--- src/rtl/oq_fifo_axis_reader.sv ---
// Output-queue FIFO reader: pops a standard-read FIFO into a credit-managed buffer and drives AXI4-Stream.
// Optional macro OQ_READER_DROP_ERR_EN discards packets whose first entry carries err=1.
module oq_fifo_axis_reader #(
    parameter int C_M_AXIS_DATA_WIDTH  = 64,
    parameter int C_M_AXIS_TUSER_WIDTH = 128,
    parameter int BUF_DEPTH            = 4,
    localparam int KEEP_W  = C_M_AXIS_DATA_WIDTH / 8,
    localparam int ENTRY_W = C_M_AXIS_DATA_WIDTH + KEEP_W + C_M_AXIS_TUSER_WIDTH + 2
) (
    input  logic                            axi_aclk,
    input  logic                            axi_resetn,
    input  logic [ENTRY_W-1:0]              fifo_dout,
    input  logic                            fifo_valid,
    input  logic                            fifo_empty,
    output logic                            fifo_rd_en,
    output logic [C_M_AXIS_DATA_WIDTH-1:0]  m_axis_tdata,
    output logic [KEEP_W-1:0]               m_axis_tkeep,
    output logic [C_M_AXIS_TUSER_WIDTH-1:0] m_axis_tuser,
    output logic                            m_axis_tlast,
    output logic                            m_axis_tvalid,
    input  logic                            m_axis_tready,
    output logic [31:0]                     pkt_count,
    output logic [31:0]                     drop_count
);
    localparam int IDX_W    = $clog2(BUF_DEPTH);
    localparam int PTR_W    = IDX_W + 1;
    localparam int PAY_W    = ENTRY_W - 1;
    localparam int KEEP_LO  = C_M_AXIS_DATA_WIDTH;
    localparam int USER_LO  = KEEP_LO + KEEP_W;
    localparam int LAST_BIT = USER_LO + C_M_AXIS_TUSER_WIDTH;
    localparam int ERR_BIT  = LAST_BIT + 1;

`ifdef OQ_READER_DROP_ERR_EN
    typedef enum logic [1:0] {ST_SOP, ST_MOP, ST_DROP} state_t;
`else
    typedef enum logic [1:0] {ST_SOP, ST_MOP} state_t;
`endif

    state_t           state_q, state_d;
    logic [PTR_W-1:0] wr_ptr_q, wr_ptr_d;
    logic [PTR_W-1:0] rd_ptr_q, rd_ptr_d;
    logic             inflight_q, inflight_d;
    logic [31:0]      pkt_count_q, pkt_count_d;
    logic [PAY_W-1:0] mem_q [BUF_DEPTH];
    logic [PAY_W-1:0] mem_d [BUF_DEPTH];

    logic [PTR_W-1:0] occupancy;
    logic [PAY_W-1:0] head;
    logic             accept;
    logic             push;
    logic             pop;
    logic             entry_last;

    assign occupancy = wr_ptr_q - rd_ptr_q;

    // Credit: an outstanding read always has a guaranteed slot when its data returns.
    assign fifo_rd_en = !fifo_empty &&
                        (({1'b0, occupancy} + {{PTR_W{1'b0}}, inflight_q}) < (PTR_W+1)'(BUF_DEPTH));

    assign head          = mem_q[rd_ptr_q[IDX_W-1:0]];
    assign m_axis_tvalid = (occupancy != '0);
    assign m_axis_tdata  = head[C_M_AXIS_DATA_WIDTH-1:0];
    assign m_axis_tkeep  = head[USER_LO-1:KEEP_LO];
    assign m_axis_tuser  = head[LAST_BIT-1:USER_LO];
    assign m_axis_tlast  = head[LAST_BIT];
    assign pkt_count     = pkt_count_q;

    assign accept     = fifo_valid && inflight_q;
    assign pop        = m_axis_tvalid && m_axis_tready;
    assign entry_last = fifo_dout[LAST_BIT];

`ifdef OQ_READER_DROP_ERR_EN
    logic [31:0] drop_count_q, drop_count_d;
    logic        entry_err;
    logic        drop_inc;

    assign entry_err  = fifo_dout[ERR_BIT];
    assign drop_count = drop_count_q;
`else
    logic unused_err;

    assign unused_err = fifo_dout[ERR_BIT];
    assign drop_count = '0;
`endif

    // NOTE: every always_comb output gets a default first so no path leaves it unassigned (no latch).
    always_comb begin
        state_d = state_q;
        push    = 1'b0;
`ifdef OQ_READER_DROP_ERR_EN
        drop_inc = 1'b0;
`endif
        if (accept) begin
            case (state_q)
                ST_SOP: begin
                    push = 1'b1;
                    if (!entry_last) state_d = ST_MOP;
`ifdef OQ_READER_DROP_ERR_EN
                    if (entry_err) begin
                        push     = 1'b0;
                        state_d  = entry_last ? ST_SOP : ST_DROP;
                        drop_inc = entry_last;
                    end
`endif
                end
                ST_MOP: begin
                    push = 1'b1;
                    if (entry_last) state_d = ST_SOP;
                end
`ifdef OQ_READER_DROP_ERR_EN
                ST_DROP: begin
                    if (entry_last) begin
                        state_d  = ST_SOP;
                        drop_inc = 1'b1;
                    end
                end
`endif
                default: state_d = ST_SOP;
            endcase
        end
    end

    always_comb begin
        mem_d = mem_q;
        if (push) mem_d[wr_ptr_q[IDX_W-1:0]] = fifo_dout[PAY_W-1:0];
    end

    always_comb begin
        wr_ptr_d    = wr_ptr_q + PTR_W'(push);
        rd_ptr_d    = rd_ptr_q + PTR_W'(pop);
        pkt_count_d = pkt_count_q + 32'(pop && m_axis_tlast);
        if (fifo_rd_en)      inflight_d = 1'b1;
        else if (fifo_valid) inflight_d = 1'b0;
        else                 inflight_d = inflight_q;
    end

    // NOTE: sequential state uses non-blocking (<=) so every flop samples pre-edge values.
    always_ff @(posedge axi_aclk or negedge axi_resetn) begin
        if (!axi_resetn) begin
            state_q     <= ST_SOP;
            wr_ptr_q    <= '0;
            rd_ptr_q    <= '0;
            inflight_q  <= 1'b0;
            pkt_count_q <= '0;
            // NOTE: the buffer is reset because its head drives m_axis_* directly and must read 0.
            for (int i = 0; i < BUF_DEPTH; i++) mem_q[i] <= '0;
        end else begin
            state_q     <= state_d;
            wr_ptr_q    <= wr_ptr_d;
            rd_ptr_q    <= rd_ptr_d;
            inflight_q  <= inflight_d;
            pkt_count_q <= pkt_count_d;
            mem_q       <= mem_d;
        end
    end

`ifdef OQ_READER_DROP_ERR_EN
    assign drop_count_d = drop_count_q + 32'(drop_inc);

    always_ff @(posedge axi_aclk or negedge axi_resetn) begin
        if (!axi_resetn) drop_count_q <= '0;
        else             drop_count_q <= drop_count_d;
    end
`endif

endmodule

--- config.mk ---
export PLATFORM = sky130hd
export DESIGN_NAME = oq_fifo_axis_reader
export DESIGN_NICKNAME = d
export VERILOG_FILES = /design/src/rtl/oq_fifo_axis_reader.sv
export SDC_FILE = /design/constraint.sdc
export NUM_CORES = 1
export LEC_CHECK = 0
export CORE_MARGIN = 2
export CORE_UTILIZATION = 50
export CTS_CLUSTER_DIAMETER = 30
export DETAILED_ROUTE_END_ITERATION = 10
export PLACE_DENSITY_LB_ADDON = 0.2
export SLEW_MARGIN = 20
export SYNTH_ARGS = -nofsm -noshare
export SYNTH_HDL_FRONTEND = slang
export SYNTH_SLANG_ARGS = --single-unit
--- constraint.sdc ---
create_clock -name axi_aclk -period 3 [get_ports axi_aclk]
set_clock_uncertainty 0.05 [all_clocks]
set_input_delay 0.45 -clock axi_aclk [delete_from_list [all_inputs] [get_ports axi_aclk]]
set_output_delay 0.45 -clock axi_aclk [all_outputs]
set_load 0.01 [all_outputs]
==> flow_results.xml <==
<?xml version="1.0" encoding="UTF-8"?>
<metrics>
  <group name="global_route">
    <metric name="grt_first_pass_wirelength" unit="um">149500</metric>
    <metric name="antenna_found_initial" unit="">19</metric>
    <metric name="overflow" unit="">0</metric>
    <metric name="overall_global_routing_usage" unit="%">25.66</metric>
    <metric name="pin_count_of_the_biggest_net_entering_global_routing" unit="">89</metric>
    <metric name="first_global_vias" unit="">24610</metric>
  </group>
  <group name="cts">
    <metric name="cts_buffers" unit="">173</metric>
    <metric name="tritoncts" unit="">yes</metric>
    <metric name="cts-root-buf" unit="">sky130_fd_sc_hd__clkbuf_16</metric>
    <metric name="cts-htree-levels" unit="">4</metric>
    <metric name="max-clock-path-buffers" unit="">3</metric>
    <metric name="cts_sinks" unit="">843</metric>
    <metric name="insertion_delay" unit="ns">0.72</metric>
    <metric name="cts.reportedPaths.clkPinSlew" unit="ns">0.05</metric>
  </group>
  <group name="pwr">
    <metric name="combPwrFrac" unit="%">40.8</metric>
    <metric name="peak_supply_drop" unit="mV">0.7502</metric>
    <metric name="pwr-share-clk" unit="%">29.5</metric>
    <metric name="power" unit="uW">66920</metric>
    <metric name="swShare" unit="%">29.93</metric>
    <metric name="p_int" unit="uW">46890</metric>
    <metric name="power.leakage" unit="uW">0.02274</metric>
    <metric name="p_sw" unit="uW">20030</metric>
    <metric name="cellPowerDensity" unit="nW/um2">1307</metric>
    <metric name="share_seq_of_total_power" unit="%">29.7</metric>
  </group>
  <group name="floorplan">
    <metric name="dieArea" unit="um2">76670</metric>
    <metric name="die_width" unit="um">276.9</metric>
    <metric name="fp.dieH" unit="um">276.9</metric>
    <metric name="std_cell_rows" unit="">100</metric>
    <metric name="start_util" unit="%">50.27</metric>
    <metric name="area_of_the_placeable_core" unit="um2">74070</metric>
    <metric name="io_pins" unit="">474</metric>
  </group>
  <group name="timing">
    <metric name="period_needed" unit="ns">3.132</metric>
    <metric name="fmax" unit="MHz">319.3</metric>
    <metric name="finalHoldViolCount" unit="">0</metric>
    <metric name="timing_worst_slew_pin_value" unit="ns">0.7908</metric>
    <metric name="fin_ws" unit="ns">-0.1317</metric>
    <metric name="finalHoldWorstSlack" unit="ns">0.2584</metric>
    <metric name="max_slew_margin" unit="%">47.28</metric>
    <metric name="final-max-slew-violation-count" unit="">0</metric>
    <metric name="grt_setup_unrepaired" unit="">yes</metric>
    <metric name="min_period_over_period" unit="%">104.4</metric>
    <metric name="final_count_of_negative_setup_slack_endpoints" unit="">85</metric>
    <metric name="fin_tns_setup" unit="ns">-4.709</metric>
  </group>
  <group name="logic_synthesis">
    <metric name="post-synth-top-area-fraction" unit="%">56.65</metric>
    <metric name="post-synth-top-area-cell" unit="">sky130_fd_sc_hd__dfrtp_1</metric>
    <metric name="synthesized_area_divided_by_synthesized_cell_count" unit="um2">17.51</metric>
    <metric name="synth.top_cells.by_area" unit="">sky130_fd_sc_hd__dfrtp_1, sky130_fd_sc_hd__mux2_2, sky130_fd_sc_hd__mux4_2, sky130_fd_sc_hd__mux2_4, sky130_fd_sc_hd__buf_2</metric>
    <metric name="synth.lib_cells_used.distinct" unit="">30</metric>
    <metric name="ys.warnings.count" unit="">0</metric>
    <metric name="syn_inst" unit="">2126</metric>
    <metric name="synthesis.area" unit="um2">37240</metric>
    <metric name="synth_sequential_area_ratio" unit="%">56.65</metric>
    <metric name="ys_seq_elements" unit="">843</metric>
  </group>
  <group name="setup_path">
    <metric name="r2r_setup_slack" unit="ns">-0.13</metric>
    <metric name="critPathArrivalTime" unit="ns">3.70</metric>
    <metric name="rr_startpoint" unit="">rd_ptr_q[0]$_DFF_PN0_</metric>
    <metric name="startpoint_type_of_the_worst_setup_path" unit="">flip-flop</metric>
    <metric name="cp_cell_sequence" unit="">ha_4 &gt; fa_2 &gt; xnor2_2 &gt; xnor2_2 &gt; or2_4 &gt; and3_4 &gt; ha_4 &gt; ha_4 &gt; nand4_1 &gt; buf_6 &gt; buf_4 &gt; nor4_4 &gt; nand4_1 &gt; xnor2_1</metric>
    <metric name="cp_data_required_time" unit="ns">3.57</metric>
    <metric name="timing.critical_path.slowest_stage_cell" unit="">sky130_fd_sc_hd__dfrtp_4</metric>
    <metric name="setup.worst_path.class" unit="">reg -&gt; reg</metric>
    <metric name="cp_slowest_stage_delay" unit="ns">0.51</metric>
    <metric name="endpoint_kind" unit="">flip-flop</metric>
    <metric name="r2r_end" unit="">pkt_count[30]$_DFF_PN0_</metric>
    <metric name="crit_path_max_fanout" unit="">2</metric>
    <metric name="timing.critical_path.mode_cell" unit="">sky130_fd_sc_hd__ha_4</metric>
    <metric name="r2r_cells" unit="">14</metric>
  </group>
  <group name="detailed_routing">
    <metric name="drt-initial-drc-count" unit="">1025</metric>
    <metric name="average_wire_length_per_cell_after_detail_routing" unit="um">25.10</metric>
    <metric name="drt_drc_violations_left" unit="">0</metric>
    <metric name="vias" unit="">21680</metric>
    <metric name="routed_wirelength" unit="um">98260</metric>
    <metric name="vias_per_cell" unit="">5.538</metric>
    <metric name="first_pass_detailed_route_iteration_total" unit="">5</metric>
    <metric name="drtAntennaViolNets" unit="">0</metric>
  </group>
  <group name="layout">
    <metric name="syn2layout_area_growth" unit="%">37.45</metric>
    <metric name="mostFrequentLayoutCells" unit="">sky130_fd_sc_hd__dfrtp_1, sky130_fd_sc_hd__mux2_2, sky130_fd_sc_hd__clkdlybuf4s50_1, sky130_fd_sc_hd__mux4_2, sky130_fd_sc_hd__mux2_4</metric>
    <metric name="layout_commonest_cell" unit="">sky130_fd_sc_hd__dfrtp_1</metric>
    <metric name="final_layout_size_suffix_gt1_share" unit="%">58.54</metric>
    <metric name="filler_cell_count" unit="">4777</metric>
    <metric name="finalNetCount" unit="">3011</metric>
  </group>
  <group name="status">
    <metric name="outcome" unit="">finished, violations left</metric>
    <metric name="violations" unit="">negative setup slack</metric>
  </group>
  <group name="run">
    <metric name="max-cap-violations" unit="">0</metric>
  </group>
  <group name="place">
    <metric name="port_buffers" unit="">440</metric>
    <metric name="place.gp.congestion" unit="">0.8056</metric>
    <metric name="dp_hpwl" unit="um">55040</metric>
  </group>
  <group name="worst_hold_path">
    <metric name="hold_class" unit="">in -&gt; async</metric>
  </group>
</metrics>
## cell usage after synthesis
cell type and count:
sky130_fd_sc_hd__mux2_2 614, sky130_fd_sc_hd__buf_2 89, sky130_fd_sc_hd__nor4_1 1, sky130_fd_sc_hd__fa_1 1
sky130_fd_sc_hd__nand4_2 1, sky130_fd_sc_hd__nor3_1 2, sky130_fd_sc_hd__clkbuf_1 18, sky130_fd_sc_hd__ha_1 7
sky130_fd_sc_hd__nor4_4 2, sky130_fd_sc_hd__a211oi_1 1, sky130_fd_sc_hd__dfrtp_1 843, sky130_fd_sc_hd__and2_1 2
sky130_fd_sc_hd__inv_1 5, sky130_fd_sc_hd__mux4_2 201, sky130_fd_sc_hd__and4_1 4, sky130_fd_sc_hd__nand2_1 9
sky130_fd_sc_hd__nand3_1 16, sky130_fd_sc_hd__conb_1 1, sky130_fd_sc_hd__or2_2 3, sky130_fd_sc_hd__nand4_1 7
sky130_fd_sc_hd__buf_4 32, sky130_fd_sc_hd__and3_1 9, sky130_fd_sc_hd__xnor2_1 24, sky130_fd_sc_hd__nand4_4 1
sky130_fd_sc_hd__mux2_4 190, sky130_fd_sc_hd__nor2_1 4, sky130_fd_sc_hd__buf_1 7, sky130_fd_sc_hd__xor2_1 10
sky130_fd_sc_hd__a21o_1 1, sky130_fd_sc_hd__buf_6 21
## cell type report
| type | instances | area, um2 | area share, % |
|---|---|---|---|
| antenna | 8 | 20.02 | 0.03912 |
| sequential | 843 | 21100 | 41.23 |
| inverter | 5 | 18.77 | 0.03667 |
| tap | 969 | 1212 | 2.369 |
| clock inverter | 106 | 1463 | 2.858 |
| clock buffer | 211 | 4705 | 9.192 |
| timing repair buffer | 631 | 7264 | 14.19 |
| multi-input combinational | 1142 | 15390 | 30.08 |
## sequential cells by signal, indices dropped and copies added, names as in the netlist
register	flops
rd_ptr_q	3
mem_q	804
inflight_q	1
pkt_count	32
wr_ptr_q	3
## worst max path at each step
stage	start	slack (ns)	to	depth (start not counted)
2_1_floorplan	wr_ptr_q[0]$_DFF_PN0_	0.005	pkt_count[30]$_DFF_PN0_	13
3_3_place_gp	rd_ptr_q[0]$_DFF_PN0_	-0.27	pkt_count[30]$_DFF_PN0_	12
3_5_place_dp	rd_ptr_q[0]$_DFF_PN0_	-0.30	pkt_count[30]$_DFF_PN0_	12
4_1_cts	rd_ptr_q[0]$_DFF_PN0_	-0.18	fifo_rd_en	7
5_1_grt	rd_ptr_q[0]$_DFF_PN0_	-0.29	pkt_count[30]$_DFF_PN0_	14
6_report	rd_ptr_q[0]$_DFF_PN0_	-0.13	pkt_count[30]$_DFF_PN0_	14
## cell families (layout without fill, tap and decap cells)
| kind of cell | after synthesis | count (layout) | share of synthesized area, % |
|---|---|---|---|
| XOR/XNOR | 34 | 34 | 0.7997 |
| adder cells (fa/ha/maj) | 8 | 8 | 0.2890 |
| AND/OR/NAND/NOR | 61 | 61 | 1.042 |
| AO/OA/AOI/OAI | 2 | 2 | 0.04034 |
| flip-flops | 843 | 843 | 56.65 |
| multiplexers | 1005 | 1005 | 38.39 |
| other | 1 | 40 | 0.01007 |
| buffers and inverters | 172 | 953 | 2.779 |
## stage by stage
step | cells | util [%] | setup slack, ns | area, um2
2_1_floorplan | 2157 | - | 0.004948 | 37350
3_3_place_gp | 3477 | 58.22 | -0.2655 | 43120
3_5_place_dp | 3477 | 58.22 | -0.2964 | 43120
4_1_cts | 3865 | 67.77 | -0.1789 | 50200
5_1_grt | 3914 | 69.09 | -0.2904 | 51180
6_report | 3915 | 69.10 | -0.1317 | 51180
## worst max-delay path: cells and delay by family, from the launching register on
family / cells / cell delay [ns]
xor+xnor: 3 / 0.50
fa+ha+maj: 4 / 0.81
buf+inv: 2 / 0.31
flops: 1 / 0.51
simple gates: 5 / 0.82
## per-layer routing
layer	track usage, %	vias up	routed length, um
li1	-	9307	-
met1	31.68	11590	39010
met2	42.31	569	50220
met3	7.703	188	6010
met4	10.60	24	2877
met5	0	-	151
## timing repair
action                                 4_1_cts  5_1_grt
buffers inserted                            44       39
setup endpoints to repair                  221      173
resized for setup                          740      311
endpoints found under the hold margin       52        0
hold buffers                                 1        0
pin swaps                                   12       14
cloned                                      26        8
## power groups by stage
stage | Sequential [uW] | Clock [uW] | Combinational (uW)
after floorplan | 18800 | 0 | 14900
after global routing | 20500 | 20700 | 28700
after global placement | 19200 | 0 | 23700
final | 19900 | 19800 | 27300
after detailed placement | 19800 | 0 | 24200
after CTS | 19800 | 20100 | 25300
Note: power is estimated with default switching activity, not from simulation.
